===== config.mk =====
export PLATFORM = sky130hd
export DESIGN_NAME = kmeans_apb_master
export DESIGN_NICKNAME = d
export VERILOG_FILES = /design/src/rtl/kmeans_pkg.sv /design/src/rtl/kmeans_cmd_fifo.sv /design/src/rtl/kmeans_apb_master.sv
export SDC_FILE = /design/constraint.sdc
export NUM_CORES = 1
export LEC_CHECK = 0
export ABC_AREA = 1
export CAP_MARGIN = 20
export CORE_MARGIN = 8
export CORE_UTILIZATION = 25
export DETAILED_ROUTE_END_ITERATION = 6
export HOLD_SLACK_MARGIN = 0.06
export PLACE_DENSITY = 0.54
export SETUP_SLACK_MARGIN = 0.1
export SYNTH_ARGS = -nofsm -noshare
export SYNTH_HDL_FRONTEND = slang
export SYNTH_SLANG_ARGS = --single-unit

===== constraint.sdc =====
create_clock -name clk -period 6.7 [get_ports clk]
set_clock_uncertainty 0.05 [all_clocks]
set_input_delay 1.005 -clock clk [delete_from_list [all_inputs] [get_ports clk]]
set_output_delay 1.005 -clock clk [all_outputs]
set_load 0.02 [all_outputs]

===== src/rtl/kmeans_pkg.sv =====
// Shared types and defaults for the K-means accelerator APB host master.
// Command layout, FSM state encoding and timeout counter sizing live here.
package kmeans_pkg;

    localparam int KM_ADDR_W      = 9;
    localparam int KM_DATA_W      = 91;
    localparam int KM_TIMEOUT_CYC = 64;

    function automatic int to_cnt_width(input int cyc);
        return $clog2(cyc + 1);
    endfunction

    localparam int KM_TO_CNT_W = to_cnt_width(KM_TIMEOUT_CYC);

    typedef enum logic [1:0] {
        IDLE   = 2'd0,
        SETUP  = 2'd1,
        ACCESS = 2'd2
    } apb_state_e;

    typedef struct packed {
        logic                 write;
        logic [KM_ADDR_W-1:0] addr;
        logic [KM_DATA_W-1:0] wdata;
    } kmeans_cmd_t;

endpackage


===== src/rtl/kmeans_cmd_fifo.sv =====
// Show-ahead command FIFO: the head entry is readable combinationally the cycle
// after it is pushed. Pushes are refused whenever the FIFO is full.
module kmeans_cmd_fifo
    import kmeans_pkg::*;
#(
    parameter int DEPTH = 4
) (
    input  logic        clk,
    input  logic        rst,
    input  logic        i_push,
    input  kmeans_cmd_t i_data,
    input  logic        i_pop,
    output kmeans_cmd_t o_head,
    output logic        o_full,
    output logic        o_empty
);

    localparam int PTR_W = $clog2(DEPTH);
    localparam int CNT_W = $clog2(DEPTH + 1);

    kmeans_cmd_t        r_mem [DEPTH];
    logic [PTR_W-1:0]   r_wr_ptr;
    logic [PTR_W-1:0]   r_rd_ptr;
    logic [CNT_W-1:0]   r_count;

    logic w_push;
    logic w_pop;

    assign o_full  = (r_count == CNT_W'(DEPTH));
    assign o_empty = (r_count == '0);
    // Full blocks a push even when a pop frees a slot in the same cycle.
    assign w_push  = i_push && !o_full;
    assign w_pop   = i_pop && !o_empty;
    assign o_head  = r_mem[r_rd_ptr];

    always_ff @(posedge clk) begin
        if (w_push) begin
            r_mem[r_wr_ptr] <= i_data;
        end
    end

    always_ff @(posedge clk) begin
        if (rst) begin
            r_wr_ptr <= '0;
            r_rd_ptr <= '0;
            r_count  <= '0;
        end else begin
            if (w_push) begin
                r_wr_ptr <= r_wr_ptr + 1'b1;
            end
            if (w_pop) begin
                r_rd_ptr <= r_rd_ptr + 1'b1;
            end
            case ({w_push, w_pop})
                2'b10:   r_count <= r_count + 1'b1;
                2'b01:   r_count <= r_count - 1'b1;
                default: r_count <= r_count;
            endcase
        end
    end

endmodule


===== src/rtl/kmeans_apb_master.sv =====
// Host-side APB master for the K-means accelerator: queues commands, runs APB
// transfers, returns read data and latches the completion interrupt.
// Optional ACCESS-phase timeout is enabled by defining KMEANS_APB_TIMEOUT_EN.
module kmeans_apb_master
    import kmeans_pkg::*;
#(
    parameter int ADDR_W      = KM_ADDR_W,
    parameter int DATA_W      = KM_DATA_W,
    parameter int CMD_DEPTH   = 4,
    parameter int TIMEOUT_CYC = KM_TIMEOUT_CYC
) (
    input  logic              clk,
    input  logic              rst,
    input  logic              cmd_valid,
    output logic              cmd_ready,
    input  logic              cmd_write,
    input  logic [ADDR_W-1:0] cmd_addr,
    input  logic [DATA_W-1:0] cmd_wdata,
    output logic              rsp_valid,
    output logic [DATA_W-1:0] rsp_rdata,
    output logic              rsp_err,
    output logic              psel,
    output logic              penable,
    output logic              pwrite,
    output logic [ADDR_W-1:0] paddr,
    output logic [DATA_W-1:0] pwdata,
    input  logic              pready,
    input  logic [DATA_W-1:0] prdata,
    input  logic              interupt,
    output logic              done,
    input  logic              done_clr,
    output logic              busy
);

    // The command struct is sized by the package, so the port widths must match it.
    if (ADDR_W != KM_ADDR_W || DATA_W != KM_DATA_W || CMD_DEPTH < 2 ||
        (CMD_DEPTH & (CMD_DEPTH - 1)) != 0 || TIMEOUT_CYC < 1) begin : g_bad_params
        $error("kmeans_apb_master: unsupported parameter combination");
    end

    apb_state_e        r_state;
    logic              r_psel;
    logic              r_penable;
    logic              r_pwrite;
    logic [ADDR_W-1:0] r_paddr;
    logic [DATA_W-1:0] r_pwdata;
    logic              r_rsp_valid;
    logic [DATA_W-1:0] r_rsp_rdata;
    logic              r_int_d;
    logic              r_done;

    kmeans_cmd_t w_push_cmd;
    kmeans_cmd_t w_head;
    logic        w_full;
    logic        w_empty;
    logic        w_pop;
    logic        w_int_rise;

    assign w_push_cmd.write = cmd_write;
    assign w_push_cmd.addr  = cmd_addr;
    assign w_push_cmd.wdata = cmd_wdata;

    // The head is consumed when starting from IDLE or when a transfer completes.
    assign w_pop = !w_empty &&
                   ((r_state == IDLE) || ((r_state == ACCESS) && pready));

    kmeans_cmd_fifo #(
        .DEPTH (CMD_DEPTH)
    ) u_cmd_fifo (
        .clk     (clk),
        .rst     (rst),
        .i_push  (cmd_valid),
        .i_data  (w_push_cmd),
        .i_pop   (w_pop),
        .o_head  (w_head),
        .o_full  (w_full),
        .o_empty (w_empty)
    );

`ifdef KMEANS_APB_TIMEOUT_EN
    localparam int TO_W = to_cnt_width(TIMEOUT_CYC);
    logic [TO_W-1:0] r_to_cnt;
    logic            r_rsp_err;
`endif

    always_ff @(posedge clk) begin
        if (rst) begin
            r_state     <= IDLE;
            r_psel      <= 1'b0;
            r_penable   <= 1'b0;
            r_pwrite    <= 1'b0;
            r_paddr     <= '0;
            r_pwdata    <= '0;
            r_rsp_valid <= 1'b0;
            r_rsp_rdata <= '0;
`ifdef KMEANS_APB_TIMEOUT_EN
            r_to_cnt    <= '0;
            r_rsp_err   <= 1'b0;
`endif
        end else begin
            r_rsp_valid <= 1'b0;
`ifdef KMEANS_APB_TIMEOUT_EN
            r_rsp_err   <= 1'b0;
`endif
            case (r_state)
                IDLE: begin
                    if (!w_empty) begin
                        r_state   <= SETUP;
                        r_psel    <= 1'b1;
                        r_penable <= 1'b0;
                        r_pwrite  <= w_head.write;
                        r_paddr   <= w_head.addr;
                        r_pwdata  <= w_head.wdata;
                    end
                end
                SETUP: begin
                    r_state   <= ACCESS;
                    r_penable <= 1'b1;
`ifdef KMEANS_APB_TIMEOUT_EN
                    r_to_cnt  <= '0;
`endif
                end
                ACCESS: begin
                    if (pready) begin
                        if (!r_pwrite) begin
                            r_rsp_valid <= 1'b1;
                            r_rsp_rdata <= prdata;
                        end
                        // Back-to-back: keep psel high and go straight to SETUP.
                        if (!w_empty) begin
                            r_state   <= SETUP;
                            r_penable <= 1'b0;
                            r_pwrite  <= w_head.write;
                            r_paddr   <= w_head.addr;
                            r_pwdata  <= w_head.wdata;
                        end else begin
                            r_state   <= IDLE;
                            r_psel    <= 1'b0;
                            r_penable <= 1'b0;
                        end
                    end
`ifdef KMEANS_APB_TIMEOUT_EN
                    else if (r_to_cnt == TO_W'(TIMEOUT_CYC - 1)) begin
                        r_state     <= IDLE;
                        r_psel      <= 1'b0;
                        r_penable   <= 1'b0;
                        r_rsp_valid <= 1'b1;
                        r_rsp_err   <= 1'b1;
                        r_rsp_rdata <= '0;
                    end else begin
                        r_to_cnt <= r_to_cnt + 1'b1;
                    end
`endif
                end
                default: begin
                    r_state   <= IDLE;
                    r_psel    <= 1'b0;
                    r_penable <= 1'b0;
                end
            endcase
        end
    end

    assign w_int_rise = interupt && !r_int_d;

    // A new interrupt edge outranks a simultaneous clear.
    always_ff @(posedge clk) begin
        if (rst) begin
            r_int_d <= 1'b0;
            r_done  <= 1'b0;
        end else begin
            r_int_d <= interupt;
            if (w_int_rise) begin
                r_done <= 1'b1;
            end else if (done_clr) begin
                r_done <= 1'b0;
            end
        end
    end

    assign cmd_ready = !w_full;
    assign psel      = r_psel;
    assign penable   = r_penable;
    assign pwrite    = r_pwrite;
    assign paddr     = r_paddr;
    assign pwdata    = r_pwdata;
    assign rsp_valid = r_rsp_valid;
    assign rsp_rdata = r_rsp_rdata;
    assign done      = r_done;
    assign busy      = (r_state != IDLE) || !w_empty;

`ifdef KMEANS_APB_TIMEOUT_EN
    assign rsp_err = r_rsp_err;
`else
    assign rsp_err = 1'b0;
`endif

endmodule


# Yosys cells after proc, flatten, opt, wreduce, memory -nomap -nowiden
# Memory sizes are Yosys's and may differ from the RTL's. A register that Yosys moved wholly into a read port is not among the register bits.
# Index checks and enable logic that the tools add are counted.
totals:
  regBits: 206
  output_inout_bits: 199
  memories: 1
  ramBits: 404
  wordCells: 79
op_classes:
  muxes: 28
  n_eq_ne: 8
  add_sub_neg: 4
  n_reduce_logical: 21
  bitwise_logic: 4
mem_list:
  columns: ["name", "depth", "width", "rd", "rd_clocked_by_memory_dff", "wr", "line_no", "text"]
  rows:
  - ["u_cmd_fifo.r_mem", 4, 101, 1, 1, 1, "kmeans_cmd_fifo.sv:21", "kmeans_cmd_t r_mem [DEPTH];"]
op_table:
  columns: ["op", "count"]
  rows:
  - ["two-way mux 91 bit", 2]
  - ["case mux 91 bit (2 select lines)", 1]
  - ["two-way mux 9 bit", 2]
  - ["case mux 9 bit (2 select lines)", 1]
  - ["two-way mux 1 bit", 13]
  - ["two-way mux 2 bit", 4]
  - ["nonzero test 2 bit", 4]
  - ["case mux 1 bit (3 select lines)", 2]
  - ["case mux 2 bit (3 select lines)", 1]
  - ["case mux 3 bit (2 select lines)", 1]
  - ["logical AND 1 bit", 5]
  - ["adder 2 x 1 -> 2 bit, second input constant", 2]
  - ["equality test 2 x 1 -> 1 bit, second input constant", 2]
  - ["equality test 2 bit, second input constant", 2]
  - ["!= test 2 bit, second input constant", 2]
  - ["NOT 1 bit", 4]
  - ["AND reduction 2 bit", 2]
  - ["AND reduction 4 bit", 1]
  - ["adder 3 x 1 -> 3 bit, second input constant", 1]
  - ["equality test 3 bit, second input constant", 1]
  - ["zero test 1 bit", 3]
  - ["zero test 3 bit", 1]
  - ["AND reduction 3 bit", 1]
  - ["OR reduction 3 bit", 1]
  - ["other kinds (5)", 6]

# Logic depth before layout (Yosys ltp)
# Gate-level depths: netlist (run 1).
depth:
  depth_word: 7
  mapped_depth: 11
  ltp_nobuf: 11

# By module
# Synthesis (run 1) repeated with hierarchy kept, for this count alone.
hier_totals:
  cells_unflattened: 2219
  area_unflattened_um2: 24491.0
modules_own_cells:
  columns: ["mod", "seq_area_each_um2", "n_inst", "area_per_inst_um2", "cells_each"]
  rows:
  - ["kmeans_cmd_fifo", 12311.8, 1, 16251.8, 1047]
  - ["kmeans_apb_master", 3963.8, 1, 8239.2, 1172]

# Worst setup path before layout (run 1)
# Ideal clock, no wire load.
synth_path:
  path_type: "input to register"
  start: "input port cmd_valid"
  end: "memory u_cmd_fifo.r_mem[0][0] (netlist name) (enable)"
  arrival_time_ns: 5.332
  path_stages: 2
  required_ns: 6.088
  setup_slack_ns: 0.755
  path_buffers: 0
  setup_time_ns: 0.562
  cell_sequence: "nand2_2 nor2_1"
synth_between:
  elab_chain_len: 3
synth_rtl:
  columns: ["element", "line_no", "text"]
  rows:
  - ["from (decl)", "kmeans_apb_master.sv:14", "input logic cmd_valid,"]
  - ["logical AND 1 bit", "kmeans_cmd_fifo.sv:32", "assign w_push = i_push && !o_full;"]
  - ["two-way mux 1 bit", "kmeans_cmd_fifo.sv:37", "if (w_push) begin"]
  - ["two-way mux 1 bit (not written as such)", "kmeans_cmd_fifo.sv:38", "r_mem[r_wr_ptr] <= i_data;"]
  - ["to (decl)", "kmeans_cmd_fifo.sv:21", null]
# No other way between the ends.

# Worst setup path after layout (run 1)
layout_path:
  start: "input port pready"
  end: "register r_pwdata[66] (netlist: pwdata[66])"
layout_between:
  elab_chain_len: 2
layout_rtl:
  columns: ["element", "line_no", "text"]
  rows:
  - ["from (decl)", "kmeans_apb_master.sv:27", "input logic pready,"]
  - ["!= test 2 bit (no source line)", null, null]
  - ["AND reduction 2 bit (no source line)", null, null]
  - ["to (signal assigned)", "kmeans_apb_master.sv:113", "r_pwdata <= w_head.wdata;"]
  - ["to (signal assigned)", "kmeans_apb_master.sv:135", "r_pwdata <= w_head.wdata;"]
  - ["to (decl)", "kmeans_apb_master.sv:46", "logic [DATA_W-1:0] r_pwdata;"]
# No other way between the ends.
# A chain may end at the register's enable or synchronous reset.

==> reports/results.txt, run 1 <==
Setup TNS = 0 ns
I/O Buffers = 395
Initial DRC count = 928
Row cnt = 109
Worst IR Drop VDD = 325.2 uV
Slowest cell delay on critical path = 0.54 ns
Post-synthesis sequential area ratio = 73.43%
Remaining Overflow, GRT = 0
Routed WL per cell = 18.63 um
Clk_lat worst skew = 0.60 ns
Vias in the first global route = 16190
Worst-margin pin slew = 1.082 ns
# hold bufs at CTS = 0
Warnings from Yosys = 0
CTS Buf Count = 72
Worst path required time = 7.17 ns
#FFs+latches synth = 611
HPWL Detailed = 39.25 mm
Largest net degree at the start of global routing = 112
Max-cap violation count = 0
Final Hold Fails = 0
CP arrival = 3.79 ns
Max FO, Critical Path = 66
DRT Pass-1 Iters = 5
Status = complete, no violations
First-pass GRT wire length = 98.00 mm
CTS Root Cell = clkbuf_16
CP Launch Type = input pin
Average size of a mapped cell = 11.62 sq um
Mean number of vias per cell = 4.456
Io pins = 397
Final setup fails = 0
Synth Instances = 1907
Routed length on met3 = 4.049 mm
Period utilization = 49.67%
Leakage power = 10.00 nW
Tot GR Track Use = 12.67%
Post-Syn Nets = 2110
Die height = 313.8 um
Power, Total = 12.67 mW
Slew Viols, Final = 0
Critical Path End Type = register
Critical path class = in2reg
Routed WL = 65.12 mm
Metal2 WL = 31.20 mm
Fmax = 0.3005 GHz
Final critical-path required period = 3.328 ns
Initial antenna violation count = 5
Post-CTS Setup Bufs = 0
DR vias = 15580
Mapped Area = 0.02217 sq mm
Post-route ant nets = 0
WP buf/inv = 5
Yosys cell types = 27
Max clock buf depth = 3
PD cells = 427.5 mW/mm^2
CTS tree = yes
Clk slew on worst S/H paths = 0.06 ns
Post-layout util = 33.65%
Initial core utilization = 25.16%
Met1 wire length = 28.28 mm
Nets = 2469
Max Used Layer = met5
H-Tree Depth = 3
Post_cts resized = 0
Die extent in x = 313.8 um
Slew HR = 27.71%
DR DRC count = 0
Core area = 0.08810 sq mm
Hold crit path type = reg2reg
Gp weighted congestion = 0.8078
Cell chain of the critical path = clkdlybuf4s50_1 > inv_2 > a21oi_2 > nand2_4 > inv_4 > buf_16 > buf_4 > o21ai_1 > nor2_1
Slowest cell on the critical path = inv_4
Top Family by Delay on Critical Path = buffers and inverters
Die Area = 0.09845 sq mm
RSZ-0062 raised after global routing = no
Clock sink total = 611
Layout cells sized above 1 = 6.105%
Area Growth Syn to Fin = 33.74%
[per-stage QoR]
step           setup WS (ns)  instance area, sq um  hold WS (ns)  cells
2_1_floorplan         0.7555                 22170        0.3511   1907
3_3_place_gp           2.452                 27160        0.3647   3356
3_5_place_dp           2.382                 27160        0.3876   3356
4_1_cts                3.023                 29600        0.3983   3490
5_1_grt                3.166                 29640        0.4039   3494
6_report               3.372                 29640        0.3876   3496
[synth_stat cells, drive strengths merged]
library cell    n  area share (%)
conb            1           0.017
o32ai           1           0.040
buf            64             1.8
and3            2           0.056
o21ai         400             9.0
o22ai         101             2.9
a21oi           9            0.22
nor2          603              10
nand2          13            0.28
fa              1           0.090
dfxtp         207              19
clkbuf         66             1.2
ha              4            0.23
inv            25            0.42
nand3           5            0.11
nand4           1           0.028
edfxtp        404              55
[worst register-to-register path, cell delays in order, from the launching register on]
cell      delay, ns
dfxtp_4        0.56
clkinv_2       0.83
buf_4          0.81
o21ai_0        0.18
o22ai_1        0.11
nor2_1         0.23
nor2_1         0.07
[cell usage in the layout, fill, tap and decap left out, types with 2 or more instances in the layout]
master,count
a21oi_1,8
and3_1,2
buf_12,4
buf_4,15
bufinv_16,7
clkbuf_1,24
clkbuf_16,75
clkbuf_8,6
clkdlybuf4s50_1,395
clkinv_1,7
clkinv_2,3
clkinv_8,3
clkinvlp_4,5
dfxtp_1,205
dfxtp_4,2
diode_2,5
edfxtp_1,404
ha_1,4
inv_1,18
inv_2,3
inv_6,4
nand2_1,9
nand2_2,3
nand3_1,5
nor2_1,598
nor2_4,4
o21ai_0,239
o21ai_1,161
o22ai_1,101
[logic make-up (layout without fill, tap and decap cells)]
logic type,count (synthesis),after routing,synth area share (%)
AOI/OAI and AO/OA,511,511,12.14
and+or+nand+nor,624,624,10.70
buffers and inverters,155,574,3.398
DFF,611,611,73.43
adders and majority gates,5,5,0.3161
other,1,6,0.01692
[flip-flops by register name (all words and copies together), names as in the netlist, 2 cells and up, named ones only]
signal and flops:
u_cmd_fifo.r_mem 404, r_state 2, rsp_rdata 91, u_cmd_fifo.r_count 3, paddr 9, u_cmd_fifo.r_rd_ptr 2, u_cmd_fifo.r_wr_ptr 2, pwdata 91
[report_power, final]
group / switching, mW / internal (mW)
Combinational: 2.47 / 1.31
Clock: 1.54 / 2.42
Sequential: 0.292 / 4.64
[cell type report]
class / count / area (sq um)
Multi-Input combinational cell: 1141 / 5169
Clock inverter: 29 / 390.4
Sequential cell: 611 / 16280
Tap cell: 1165 / 1458
Clock buffer: 105 / 2049
Timing Repair Buffer: 415 / 4174
Antenna cell: 5 / 12.51
Inverter: 25 / 107.6
Fill cell: 8730 / 58460
[worst paths after layout]
kind	from	endpoint	slack, ns	cells past startpoint
setup / recovery	pready	pwdata[66]	3.37	9
hold reg to reg	r_int_d	done	0.39	1
setup reg to reg	register	pwdata[64]	3.76	6
hold / removal	r_int_d	done	0.39	1
[layer usage]
metal	vias to the layer above	global-route usage [%]
met5	-	0
met4	4	4.050
met3	100	3.158
met2	459	21.63
met1	7572	15.67
li1	7442	-
No activity file was read; power rests on OpenSTA's default activity.
==> run 2, diff against run 1 <==
==> constraint.sdc (replaced) <==
create_clock -name clk -period 3.3 [get_ports clk]
set_clock_uncertainty 0.05 [all_clocks]
set_input_delay 0.495 -clock clk [delete_from_list [all_inputs] [get_ports clk]]
set_output_delay 0.495 -clock clk [all_outputs]
set_load 0.02 [all_outputs]
==> reports/results.txt, run 2 (synthesized netlist as in run 1, its figures left out) <==
Worst-margin pin slew = 0.8041 ns
Final critical-path required period = 2.604 ns
Core area = 0.08810 sq mm
Max-cap violation count = 0
Io pins = 397
First-pass GRT wire length = 96.86 mm
CP Launch Type = register
Max clock buf depth = 3
Slew HR = 46.39%
Min Hold Slack = 0.3680 ns
Layout cells sized above 1 = 6.741%
Most common cell after layout, fill and taps aside = nor2_1
Post-layout util = 33.86%
H-Tree Depth = 3
Area of the multi-input gates = 0.005174 sq mm
Clock sink total = 611
CTS tree = yes
Hold crit path type = reg2reg
Hold path depth = 1
I/O Buffers = 395
CTS Root Cell = clkbuf_16
Leakage power = 10.12 nW
Clk_lat worst skew = 0.60 ns
Initial core utilization = 25.16%
R2R depth = 6
Non-filler cells, final = 3498
Nets = 2474
DRT Pass-1 Iters = 5
Period utilization = 78.90%
DR DRC count = 0
Mean number of vias per cell = 4.462
Final setup fails = 0
Row cnt = 109
Initial antenna violation count = 7
Critical Path End Type = output pin
Most frequent cells in the layout = nor2_1 (598), edfxtp_1 (404), clkdlybuf4s50_1 (395), o21ai_0 (239), dfxtp_1 (205)
PD cells = 868.6 mW/mm^2
Non-Filler Cell Area, Final = 0.02983 sq mm
Tot GR Track Use = 12.54%
Post_cts resized = 0
Top reg by flops = u_cmd_fifo.r_mem
Power, Total = 25.91 mW
Dpl cell area = 0.02739 sq mm
Vias in the first global route = 15990
Register area = 0.01628 sq mm
Slew Viols, Final = 0
Die height = 313.8 um
Critical path class = reg2out
Max FO, Critical Path = 6
Largest register FFs = 404
Remaining Overflow, GRT = 0
# placed instances = 3364
Gp weighted congestion = 0.7903
Status = complete, no violations
Die extent in x = 313.8 um
Routed WL = 64.41 mm
Final worst slack = 0.6963 ns
Initial DRC count = 940
CP arrival = 2.06 ns
Post-route ant nets = 0
DR vias = 15610
Largest net degree at the start of global routing = 92
Fillers = 8739
Worst IR Drop VDD = 573.4 uV
Worst path required time = 2.75 ns
RSZ-0062 raised after global routing = no
# hold bufs at CTS = 0
Final Hold Fails = 0
Fmax = 0.3841 GHz
Routed WL per cell = 18.41 um
Post-CTS Setup Bufs = 0
HPWL Detailed = 39.55 mm
Die Area = 0.09845 sq mm
Pre-CTS setup slack = 0.8514 ns
CTS Buf Count = 70
Area Growth Syn to Fin = 34.59%
Setup TNS = 0 ns
Clk slew on worst S/H paths = 0.06 ns
-- run 2: cell count changes in the layout (fill, tap and decap cells not counted), moves of 2 or more --
cell | previous run | this run
clkbuf_1 | 24 | 14
inv_6 | 4 | 10
clkinv_2 | 3 | 8
clkinvlp_4 | 5 | 2
buf_12 | 4 | 17
clkinv_8 | 3 | 1
inv_4 | 1 | 3
clkbuf_16 | 75 | 70
bufinv_16 | 7 | 10
clkbuf_8 | 6 | 8
buf_4 | 15 | 10
clkinv_1 | 7 | 5
-- run 2: cell type report --
| type | instances | area share [%] |
|---|---|---|
| flip-flops and latches | 611 | 54.58 |
| multi-input cells | 1141 | 17.34 |
| well taps | 1165 | 4.886 |
| diodes | 4 | 0.03355 |
| clock inverters | 38 | 1.728 |
| clock buffers | 92 | 6.417 |
| inverters | 25 | 0.3649 |
| repair buffers | 422 | 14.65 |
-- run 2: per-layer routing --
metal	track usage (%)	vias up	part of all wire [%]
met1	14.89	7623	42
met2	21.91	440	49
met3	3.441	101	6.6
met5	0	-	0.073
li1	-	7438	-
met4	3.956	6	2.3
-- run 2: worst paths after layout --
kind                              start  endpoint  slack [ns]
setup / recovery  u_cmd_fifo.r_count[0]      busy        0.70
hold / removal                  r_int_d      done        0.37
setup reg to reg               register  paddr[8]        1.18
hold reg to reg                 r_int_d      done        0.37
-- run 2: power breakdown --
part / internal [mW] / total [mW] / switching [mW]
clock network: 4.93 / 8.07 / 3.13
registers: 9.41 / 10.0 / 0.606
logic: 2.81 / 7.83 / 5.02
total: 17.2 / 25.9 / 8.76
-- run 2: worst max-delay path, stage by stage, from the launching register on --
cell	delay, ns
dfxtp_1	0.40
nor2_2	0.08
nand2_2	0.14
inv_1	0.06
nand2_1	0.11
clkdlybuf4s50_1	0.66
==> run 3, diff against run 2 <==
==> constraint.sdc (replaced) <==
create_clock -name clk -period 2.7 [get_ports clk]
set_clock_uncertainty 0.05 [all_clocks]
set_input_delay 0.405 -clock clk [delete_from_list [all_inputs] [get_ports clk]]
set_output_delay 0.405 -clock clk [all_outputs]
set_load 0.02 [all_outputs]
==> reports/results.txt, run 3 (synthesized netlist as in run 1, its figures left out) <==
Initial core utilization = 25.16%
CP Launch Type = register
Nets = 2487
Vias in the first global route = 16420
WP buf/inv = 3
Dpl cell area = 0.02753 sq mm
CTS tree = yes
Worst path required time = 2.25 ns
Layout cells sized above 1 = 7.381%
Cell chain of the critical path = inv_2 > nand2_2 > inv_1 > nand2_1 > dlygate4sd2_1
R2R Path Start = r_state[1]
P_sw = 10.91 mW
Gp weighted congestion = 0.8185
I/O Buffers = 395
WHS Endpoint = r_int_d
Reg power frac = 38.2%
First-pass GRT wire length = 99.31 mm
Largest net degree at the start of global routing = 155
DR vias = 15720
Post_cts resized = 1
# placed instances = 3375
Final Hold Fails = 0
Hold Startpoint = interupt
Top Family by Delay on Critical Path = buffers and inverters
Die Area = 0.09845 sq mm
Non-filler cells, final = 3516
Die extent in x = 313.8 um
Routed WL = 66.39 mm
Remaining Overflow, GRT = 0
Max clock buf depth = 3
RSZ-0062 raised after global routing = no
Power, Total = 31.76 mW
Switching share of total power = 34.34%
Post-CTS Setup Bufs = 0
Routed WL per cell = 18.88 um
Hold crit path type = in2reg
DR DRC count = 0
Slowest cell delay on critical path = 0.41 ns
Initial DRC count = 852
Max-cap violation count = 0
Top reg by flops = u_cmd_fifo.r_mem
Clk slew on worst S/H paths = 0.06 ns
Area Growth Syn to Fin = 35.31%
Most common cell after layout, fill and taps aside = nor2_1
R2R depth = 8
Hold path depth = 3
DRT Pass-1 Iters = 5
Non-Filler Cell Area, Final = 0.02999 sq mm
Slew HR = 51.02%
Post-route ant nets = 0
HPWL Detailed = 40.22 mm
Worst IR Drop VDD = 958.1 uV
Largest register FFs = 404
Setup TNS = 0 ns
PD cells = 1059 mW/mm^2
Final setup fails = 0
Crit Reg-Reg Endpoint = rsp_rdata[35]
Clock sink total = 611
Min Hold Slack = 0.3237 ns
Core area = 0.08810 sq mm
R2R setup slack = 0.71 ns
Critical Path End Type = output pin
Critical path class = reg2out
Final critical-path required period = 2.286 ns
# hold bufs at CTS = 0
Die height = 313.8 um
Initial antenna violation count = 10
Clock power frac = 31.0%
Slew Viols, Final = 0
Clk_lat worst skew = 0.62 ns
Mean number of vias per cell = 4.471
Worst-margin pin slew = 0.7347 ns
CTS Root Cell = clkbuf_16
Fmax = 0.4374 GHz
Slowest cell on the critical path = dfxtp_1
Comb pwr share = 30.8%
Io pins = 397
Pint = 20.85 mW
CTS Buf Count = 72
CP arrival = 1.83 ns
Max FO, Critical Path = 6
Tot GR Track Use = 12.98%
H-Tree Depth = 3
Period utilization = 84.67%
Leakage power = 10.19 nW
Status = complete, no violations
Most frequent cells in the layout = nor2_1 (598), edfxtp_1 (404), clkdlybuf4s50_1 (394), o21ai_0 (239), dfxtp_1 (203)
Row cnt = 109
==> run 3: cell types whose count changed in the layout (fill, tap and decap cells not counted), sizes merged <==
cell / change
buf: +11
bufinv: -5
clkbuf: +9
clkdlybuf4s50: -1
clkinv: +2
clkinvlp: -1
diode: +3
dlygate4sd2: +1
inv: -1
==> run 3: final cells by class <==
class	instances	area (sq um)
fill	8696	58110
sequential	611	16290
multi-input combinational	1141	5195
timing repair buffer	433	4476
clock buffer	101	2033
tap	1165	1458
clock inverter	33	416.7
inverter	25	108.9
antenna	7	17.52
==> run 3: power by group through the flow <==
stage	clock network, mW	registers, mW	logic (mW)
after floorplan	0	13.1	5.02
after global placement	0	12.3	9.89
after detailed placement	0	12.3	10.0
after CTS	10.2	12.2	10.1
after global routing	10.6	12.3	10.9
final	9.84	12.1	9.78
==> run 3: metrics by stage <==
| step | setup slack [ns] | util (%) |
|---|---|---|
| floorplan | 0.08680 | - |
| global placement | 0.3395 | 31.24 |
| detailed placement | 0.3955 | 31.24 |
| CTS | 0.2998 | 34.02 |
| global route | 0.2841 | 34.03 |
| finish | 0.4140 | 34.04 |
==> run 3: how the worst max path moves through the flow <==
stage / startpoint / to / slack, ns / cells after the start
6_report: u_cmd_fifo.r_count[2] / busy / 0.41 / 5
5_1_grt: u_cmd_fifo.r_count[2] / busy / 0.28 / 5
4_1_cts: u_cmd_fifo.r_count[0] / busy / 0.30 / 5
3_5_place_dp: cmd_valid / u_cmd_fifo.r_mem[3][39] / 0.40 / 4
3_3_place_gp: cmd_valid / u_cmd_fifo.r_count[2] / 0.34 / 9
2_1_floorplan: u_cmd_fifo.r_count[0] / u_cmd_fifo.r_mem[0][0] / 0.09 / 4
==> run 3: worst reg2reg max path, delay by kind of cell (launching register included) <==
family | cells | cell delay (ns)
flops | 1 | 0.44
buf+inv | 4 | 0.68
simple gates | 4 | 0.75
==> run 3: routing by layer <==
layer  wire length [um]  track usage (%)  share of wire (%)  vias up
li1                   -                -                  -     7483
met1              27430            15.03                 41     7694
met2              32350            22.64                 49      441
met3               5026            4.038                7.6      100
met4               1565            4.415                2.4        2
met5                 13                0              0.020        -
